**src/rtl/joy_db9md_multi.sv**
```systemverilog
// Scans NUM_PORTS Sega 3/6-button pads through an external mux and decodes per-port button words.
// Latency: one full poll per update (two polls with DB9_DEBOUNCE_EN); outputs change atomically per port.
// Backpressure: none; free-running scanner paced by PHASE_CYCLES/POLL_CYCLES. Optional macro: DB9_DEBOUNCE_EN.
module joy_db9md_multi #(
    parameter int NUM_PORTS    = 2,
    parameter int PHASE_CYCLES = 480,
    parameter int POLL_CYCLES  = 96000,
    localparam int PSW = (NUM_PORTS > 1) ? $clog2(NUM_PORTS) : 1
) (
    input  logic                      clk_sys,
    input  logic                      reset,
    input  logic [5:0]                joy_in,
    output logic                      joy_mdsel,
    output logic [PSW-1:0]            joy_port,
    output logic [12*NUM_PORTS-1:0]   joystick,
    output logic [NUM_PORTS-1:0]      present,
    output logic [NUM_PORTS-1:0]      six_btn,
    output logic                      scan_done
);

    localparam int CW  = $clog2(PHASE_CYCLES);
    localparam int PLW = $clog2(POLL_CYCLES);
    localparam logic [CW-1:0]  PH_LAST   = CW'(PHASE_CYCLES - 1);
    localparam logic [PLW-1:0] POLL_LAST = PLW'(POLL_CYCLES - 1);
    localparam logic [PSW-1:0] PORT_LAST = PSW'(NUM_PORTS - 1);

    // Phase states are consecutive so a phase advance is a simple +1.
    typedef enum logic [3:0] {
        ST_SETTLE = 4'd0,
        ST_PH0    = 4'd1, ST_PH1 = 4'd2, ST_PH2 = 4'd3, ST_PH3 = 4'd4,
        ST_PH4    = 4'd5, ST_PH5 = 4'd6, ST_PH6 = 4'd7, ST_PH7 = 4'd8,
        ST_NEXT   = 4'd9,
        ST_IDLE   = 4'd10
    } state_t;

    state_t                    state_q, state_d;
    logic [CW-1:0]             cnt_q, cnt_d;
    logic [PLW-1:0]            poll_q, poll_d;
    logic [PSW-1:0]            port_q, port_d;
    logic                      mdsel_q, mdsel_d;
    logic [5:0]                sync1_q, sync1_d;
    logic [5:0]                sync2_q, sync2_d;
    logic [11:0]               sh_btn_q, sh_btn_d;
    logic                      sh_pres_q, sh_pres_d;
    logic                      sh_six_q, sh_six_d;
    logic [12*NUM_PORTS-1:0]   joystick_q, joystick_d;
    logic [NUM_PORTS-1:0]      present_q, present_d;
    logic [NUM_PORTS-1:0]      six_q, six_d;
    logic                      done_q, done_d;
    logic [11:0]               raw_word;
    logic                      phase_end;
`ifdef DB9_DEBOUNCE_EN
    logic [12*NUM_PORTS-1:0]   prev_raw_q, prev_raw_d;
    logic [11:0]               agree;
`endif

    assign phase_end = (cnt_q == PH_LAST);

    // Next-state, shadow capture and per-port commit.
    always_comb begin
        state_d   = state_q;
        cnt_d     = cnt_q;
        port_d    = port_q;
        sync1_d   = joy_in;
        sync2_d   = sync1_q;
        sh_btn_d  = sh_btn_q;
        sh_pres_d = sh_pres_q;
        sh_six_d  = sh_six_q;
        joystick_d = joystick_q;
        present_d = present_q;
        six_d     = six_q;
        done_d    = 1'b0;
        raw_word  = 12'h000;
        poll_d    = (poll_q == POLL_LAST) ? poll_q : poll_q + PLW'(1);
`ifdef DB9_DEBOUNCE_EN
        prev_raw_d = prev_raw_q;
        agree      = 12'h000;
`endif

        // SETTLE and the eight phases share one half-step timer.
        if (state_q != ST_NEXT && state_q != ST_IDLE) begin
            cnt_d = phase_end ? '0 : cnt_q + CW'(1);
            if (phase_end) begin
                state_d = state_t'(state_q + 4'd1);
            end
        end

        case (state_q)
            ST_SETTLE: begin
                sh_btn_d  = 12'h000;
                sh_pres_d = 1'b0;
                sh_six_d  = 1'b0;
            end
            ST_PH0: if (phase_end) begin
                // C, B, U, D, L, R
                sh_btn_d[5:0] = {~sync2_q[5], ~sync2_q[4], ~sync2_q[0],
                                 ~sync2_q[1], ~sync2_q[2], ~sync2_q[3]};
            end
            ST_PH1: if (phase_end) begin
                sh_btn_d[7:6] = {~sync2_q[5], ~sync2_q[4]};
                sh_pres_d     = ~sync2_q[2] & ~sync2_q[3];
            end
            ST_PH5: if (phase_end) begin
                sh_six_d = (sync2_q[3:0] == 4'h0);
            end
            ST_PH6: if (phase_end && sh_six_q) begin
                // Z, Y, X, Mode arrive on lines 0..3
                sh_btn_d[11:8] = {~sync2_q[0], ~sync2_q[1], ~sync2_q[2], ~sync2_q[3]};
            end
            ST_NEXT: begin
                raw_word = sh_pres_q ? (sh_six_q ? sh_btn_q : {4'h0, sh_btn_q[7:0]}) : 12'h000;
`ifdef DB9_DEBOUNCE_EN
                // A bit moves only when this scan agrees with the previous one.
                agree = ~(raw_word ^ prev_raw_q[12*port_q +: 12]);
                joystick_d[12*port_q +: 12] = (raw_word & agree) |
                                              (joystick_q[12*port_q +: 12] & ~agree);
                prev_raw_d[12*port_q +: 12] = raw_word;
`else
                joystick_d[12*port_q +: 12] = raw_word;
`endif
                present_d[port_q] = sh_pres_q;
                six_d[port_q]     = sh_pres_q & sh_six_q;
                cnt_d = '0;
                if (port_q == PORT_LAST) begin
                    port_d  = '0;
                    done_d  = 1'b1;
                    state_d = ST_IDLE;
                end else begin
                    port_d  = port_q + PSW'(1);
                    state_d = ST_SETTLE;
                end
            end
            ST_IDLE: begin
                // cnt saturates so IDLE always spans at least one half-step with sel high.
                cnt_d = phase_end ? cnt_q : cnt_q + CW'(1);
                if (poll_q == POLL_LAST && phase_end) begin
                    state_d = ST_SETTLE;
                    cnt_d   = '0;
                    poll_d  = '0;
                end
            end
            default: ;
        endcase

        // SELECT is low only in odd phases; registered so the pin is glitch-free.
        case (state_d)
            ST_PH1, ST_PH3, ST_PH5, ST_PH7: mdsel_d = 1'b0;
            default:                        mdsel_d = 1'b1;
        endcase
    end

    // State and output registers with synchronous reset.
    always_ff @(posedge clk_sys) begin
        if (reset) begin
            state_q    <= ST_SETTLE;
            cnt_q      <= '0;
            poll_q     <= '0;
            port_q     <= '0;
            mdsel_q    <= 1'b1;
            sync1_q    <= 6'h3F;
            sync2_q    <= 6'h3F;
            sh_btn_q   <= 12'h000;
            sh_pres_q  <= 1'b0;
            sh_six_q   <= 1'b0;
            joystick_q <= '0;
            present_q  <= '0;
            six_q      <= '0;
            done_q     <= 1'b0;
`ifdef DB9_DEBOUNCE_EN
            prev_raw_q <= '0;
`endif
        end else begin
            state_q    <= state_d;
            cnt_q      <= cnt_d;
            poll_q     <= poll_d;
            port_q     <= port_d;
            mdsel_q    <= mdsel_d;
            sync1_q    <= sync1_d;
            sync2_q    <= sync2_d;
            sh_btn_q   <= sh_btn_d;
            sh_pres_q  <= sh_pres_d;
            sh_six_q   <= sh_six_d;
            joystick_q <= joystick_d;
            present_q  <= present_d;
            six_q      <= six_d;
            done_q     <= done_d;
`ifdef DB9_DEBOUNCE_EN
            prev_raw_q <= prev_raw_d;
`endif
        end
    end

    assign joy_mdsel = mdsel_q;
    assign joy_port  = port_q;
    assign joystick  = joystick_q;
    assign present   = present_q;
    assign six_btn   = six_q;
    assign scan_done = done_q;

endmodule

```
**config.mk**
```make
export PLATFORM = sky130hd
export DESIGN_NAME = joy_db9md_multi
export DESIGN_NICKNAME = d
export VERILOG_FILES = /design/src/rtl/joy_db9md_multi.sv
export SDC_FILE = /design/constraint.sdc
export NUM_CORES = 1
export LEC_CHECK = 0
export BUFFER_PORTS_ARGS = -buffer_cell sky130_fd_sc_hd__buf_2
export CAP_MARGIN = 5
export CORE_MARGIN = 5
export CORE_UTILIZATION = 25
export DETAILED_ROUTE_END_ITERATION = 7
export HOLD_SLACK_MARGIN = 0.12
export MAX_ROUTING_LAYER = met4
export SYNTH_ARGS = -nofsm -noshare
export SYNTH_HDL_FRONTEND = slang
export SYNTH_SLANG_ARGS = --single-unit
```
**constraint.sdc**
```tcl
create_clock -name clk_sys -period 2.16 [get_ports clk_sys]
set_input_delay 0.216 -clock clk_sys [delete_from_list [all_inputs] [get_ports clk_sys]]
set_output_delay 0.216 -clock clk_sys [all_outputs]
set_load 0.02 [all_outputs]
```
# Word-level counts from Yosys, hierarchy flattened
# Index checks and enable logic that the tools add are counted.
# word_totals
regBits,87
input_bits,8
out_inout_bits,31
elab_cells,105
# op_classes
n_addsub,5
mul,1
n_lt_le_gt_ge,2
eq_ne,19
shift,2
muxes,33
bitwise_logic,9
reduce_logical,18
# op_table
op,count
two-way mux 17 bit,3
two-way mux 9 bit,4
negation 5 -> 34 bit,1
variable shift 12 x 34 -> 24 bit (first input constant),1
variable part select 12 x 34 -> 24 bit,1
bitwise mux 24 bit,1
two-way mux 12 bit,2
two-way mux 4 bit,5
case mux 9 bit (2 select lines),1
adder 17 x 1 -> 17 bit (second input constant),1
equality test 17 bit (second input constant),1
equality test 4 x 3 -> 1 bit (second input constant),4
case mux 4 bit (2 select lines),2
equality test 4 bit (second input constant),3
case mux 6 bit (2 select lines),1
AND reduction 2 bit,5
adder 9 x 1 -> 9 bit (second input constant),1
equality test 9 bit (second input constant),1
equality test 4 x 2 -> 1 bit (second input constant),2
logical NOT 4 bit,2
inequality test 2 bit (second input constant),4
inequality test 4 bit (second input constant),2
nonzero test 2 bit,4
NOT 1 bit,7
other kinds (19),30

# Depth between registers and ports, before layout
# depth
depth_word,8
mapped_depth,9
depth_no_buf,8

# Worst setup path after synthesis
# No wires, ideal clock.
# synth_timing
path_kind,flip-flop to flip-flop
start,register poll_q[0]
end,register mdsel_q (netlist: joy_mdsel)
setup_ns,0.123
t_arrival_ns,1.651
required_time_ns,2.037
path_slack_ns,0.386
path_stages_with_launch,8
path_buffers,0
synth_period_minus_slack_ns,1.774
cell_sequence,dfxtp_1 > ha_1 > and4_1 > nand4_2 > nor4_1 > o22ai_1 > xnor2_1 > nand3b_1
# synth_between
elab_chain_len,7
elab_cells_between_ends,10
classes_between,eq/ne (5); mux (3); reduce/logical (2)
# synth_lines
element,line,source
from (decl),38,"logic [PLW-1:0] poll_q, poll_d;"
from (signal assigned),175,poll_q <= poll_d;
equality test 17 bit *,136,if (poll_q == POLL_LAST && phase_end) begin
logical AND 1 bit *,136,
two-way mux 4 bit *,136,
case mux 4 bit (2 select lines) *,88,case (state_q)
equality test 4 x 2 -> 1 bit (tied with other cells),146,case (state_d)
OR reduction 4 bit *,146,
two-way mux 1 bit *,146,
to (signal assigned),177,mdsel_q <= mdsel_d;
to (decl),40,"logic mdsel_q, mdsel_d;"
# Mark *: on every way between the ends. The rest lies on a longest branch, timed or not.
# A chain may end at the register's enable or synchronous reset.

# Worst setup path in the final report
# layout_timing
start,register state_q[1]
end,register mdsel_q (netlist: joy_mdsel)
# layout_between
elab_chain_len,8
elab_cells_between_ends,16
classes_between,add/sub (1); eq/ne (8); mux (5); reduce/logical (2)
# layout_lines
element,line,source
from (decl),36,"state_t state_q, state_d;"
from (signal assigned),173,state_q <= state_d;
adder 4 x 1 -> 4 bit or inequality test 4 bit (tied branches),"84, 81",
two-way mux 4 bit or logical AND 1 bit (tied branches),"83, 81",
two-way mux 4 bit,81,if (state_q != ST_NEXT && state_q != ST_IDLE) begin
two-way mux 4 bit,136,
case mux 4 bit (2 select lines) *,88,
equality test 4 x 2 -> 1 bit (tied with other cells),146,
OR reduction 4 bit *,146,
two-way mux 1 bit *,146,
# Marked as above.

==> results.json <==
{
  "leakagePower_nw": 1.70,
  "ys_warn_count": 0,
  "grt_pass1_vias": 2771,
  "core-area_um2": 13900,
  "critPathBufInv": 1,
  "yosysUniqueCellTypes": 48,
  "cts_tree": "done",
  "vias_per_cell": 4.58,
  "drive_gt1_share_pct": 20.7,
  "place.gp.congestion": 0.832,
  "power_density_nw_per_um2": 757,
  "finalHoldViolations": 0,
  "cts_buffer_depth": 2,
  "synthesis.area_um2": 3540,
  "clock_skew_ns": 0.00882,
  "post-route-period-util_pct": 93.3,
  "fmax_ghz": 0.496,
  "synthCells": 391,
  "area_growth_pct": 22.3,
  "fin_crit_ns": 2.01,
  "hold_depth": 2,
  "slowest_delay_ns": 0.39,
  "cap_violations": 0,
  "cpLargestDelayFamily": "simple AND/OR/NAND/NOR gates",
  "crit_path_end_kind": "register",
  "vias": 2837,
  "hp-class": "in -> reg",
  "drt_pass1_iterations": 4,
  "critical_path.slowest_cell": "dfxtp_1",
  "cp_cell_sequence": "inv_1, ha_2, or2_2, a21oi_1, a31oi_1, and4bb_1, xnor2_1, nand3b_1",
  "num_rows": 43,
  "start_util_pct": 25.5,
  "grt_max_degree": 42,
  "reg2reg_slack_ns": 0.15,
  "ios": 39,
  "drc": 0,
  "final_common_cell": "dfxtp_1",
  "nets": 449,
  "grt_pass1_wl_um": 13400,
  "relSlewSlack_pct": 59.2,
  "antenna_found_initial": 0,
  "crit_required_ns": 2.35,
  "ys_seq_area_share_pct": 49.2,
  "mostFrequentLayoutCells": "84 x dfxtp_1, 56 x nor2_1, 40 x nand2_1",
  "ys.flop_type": "dfxtp_1",
  "drt-wirelength-per-cell_um": 13.1,
  "synth-seq-cells": 87,
  "die_w_um": 129,
  "fin_total_pwr_mw": 3.28,
  "clk_latency_ns": 0.33,
  "hpwl_um": 5770,
  "grt_util_all_layers_pct": 10.2,
  "grt-ovfl-total": 0,
  "numCtsBuffers": 9,
  "arrival_ns": 2.21,
  "cts_sinks": 87,
  "setup_violations": 0,
  "die-area_um2": 16600,
  "drv_slew": 0,
  "async_flop_share_pct": 0,
  "crit_end": "joy_mdsel$_SDFF_PP1_",
  "rsz0062_at_grt": "false",
  "crit_type": "reg -> reg",
  "worst_setup_path_start_kind": "register",
  "cp-startpoint": "state_q[1]$_SDFF_PP0_",
  "antennaDiodeCount": 0,
  "regToRegEndpoint": "joy_mdsel$_SDFF_PP1_",
  "synth_edf_count": 0,
  "syn_avg_cell_area_um2": 9.05,
  "r2r_cells": 8,
  "totalWireLength_um": 8080,
  "cts_max_level": 3,
  "tns_ns": 0,
  "status": "complete, no violations",
  "path_depth": 8,
  "syn_nets": 405,
  "path_max_fanout": 7,
  "root_buffer": "clkbuf_16",
  "r2r-start": "state_q[1]$_SDFF_PP0_",
  "dieHeight_um": 129,
  "ant_nets": 0,
  "peakVddDrop_uv": 386,
  "first_iter_violations": 225,
  "cts.clk_slew.worst_paths_ns": 0.06,
  "tightest_slew_ns": 0.611,
  "portBuffers": 38
}
[Yosys cell counts, types with 8 or more instances]
| cell | count | area [um^2] |
|---|---|---|
| nand4_1 | 8 | 50.1 |
| a31oi_1 | 9 | 56.3 |
| nor2_1 | 57 | 214 |
| dfxtp_1 | 87 | 1740 |
| nand3_1 | 23 | 115 |
| a22o_1 | 12 | 105 |
| a21oi_1 | 24 | 120 |
| or2_2 | 14 | 87.6 |
| xor2_1 | 16 | 140 |
| clkbuf_1 | 9 | 33.8 |
| nand2_1 | 40 | 150 |
[power breakdown]
part | total (mW) | internal, mW | switching [mW]
combinational | 0.0813 | 0.0372 | 0.0441
clock | 1.55 | 0.958 | 0.593
sequential | 1.64 | 1.62 | 0.0187
[logic make-up (layout without fill, tap and decap cells)]
group,Yosys count,count (layout),share of synthesized area [%]
AOI/OAI and AO/OA,69,69,13.3
adders and majority gates,6,6,2.12
DFF,87,87,49.2
and+or+nand+nor,180,180,25.7
muxes,5,5,1.41
xor gates and xnor gates,21,21,5.20
buffers and inverters,23,71,3.01
[per-stage QoR]
stage / instance area, um^2 / hold WS, ns / cells / util [%] / worst slack [ns]
3_3_place_gp: 3920 / 0.401 / 598 / 28.2 / 0.0570
4_1_cts: 4280 / 0.230 / 619 / 30.8 / 0.0198
6_report: 4330 / 0.239 / 619 / 31.2 / 0.145
3_5_place_dp: 3920 / 0.393 / 598 / 28.2 / 0.0281
2_1_floorplan: 3540 / 0.320 / 391 / - / 0.386
5_1_grt: 4330 / 0.241 / 619 / 31.2 / 0.00214
[cell type report]
class / count / area [um^2]
fillers: 1470 / 9550
flip-flops and latches: 87 / 1750
multi-input cells: 281 / 1740
repair buffers: 51 / 303
clock buffers: 13 / 260
well taps: 180 / 225
clock inverters: 2 / 38.8
inverters: 5 / 18.8
[routing by layer]
layer | up-vias | track usage [%] | wire [um]
li1 | 1440 | - | -
met1 | 1334 | 13.4 | 3910
met2 | 57 | 15.5 | 3650
met3 | 6 | 2.91 | 450
met4 | 0 | 2.53 | 70
met5 | - | - | 0
[state kept, by name (all words and copies together), names as in the netlist]
register / count
present: 2
joystick: 24
sh_btn_q: 12
poll_q: 17
joy_mdsel: 1
sync2_q: 6
cnt_q: 9
sh_six_q: 1
scan_done: 1
sync1_q: 6
sh_pres_q: 1
state_q: 4
joy_port: 1
six_btn: 2
[how the worst min path moves through the flow]
| stage | endpoint | slack, ns | start |
|---|---|---|---|
| final | sh_btn_q[10]$_SDFFE_PP0P_ | 0.24 | reset |
| after global routing | sh_btn_q[11]$_SDFFE_PP0P_ | 0.24 | reset |
| after CTS | sh_btn_q[10]$_SDFFE_PP0P_ | 0.23 | reset |
| after detailed placement | sync2_q[3]$_SDFF_PP1_ | 0.39 | sync1_q[3]$_SDFF_PP1_ |
| after global placement | sync2_q[1]$_SDFF_PP1_ | 0.40 | sync1_q[1]$_SDFF_PP1_ |
| after floorplan | sync1_q[0]$_SDFF_PP1_ | 0.32 | joy_in[0] |
[repair_timing]
| item | in CTS | in global routing |
|---|---|---|
| hold buffers | 6 | 0 |
| gates resized for setup | 1 | 11 |
| setup buffers | 0 | 0 |
| endpoints found under the hold margin | 6 | 0 |
| endpoints found under the setup margin | 1 | 42 |
Note: power is estimated with default switching activity, not from simulation.
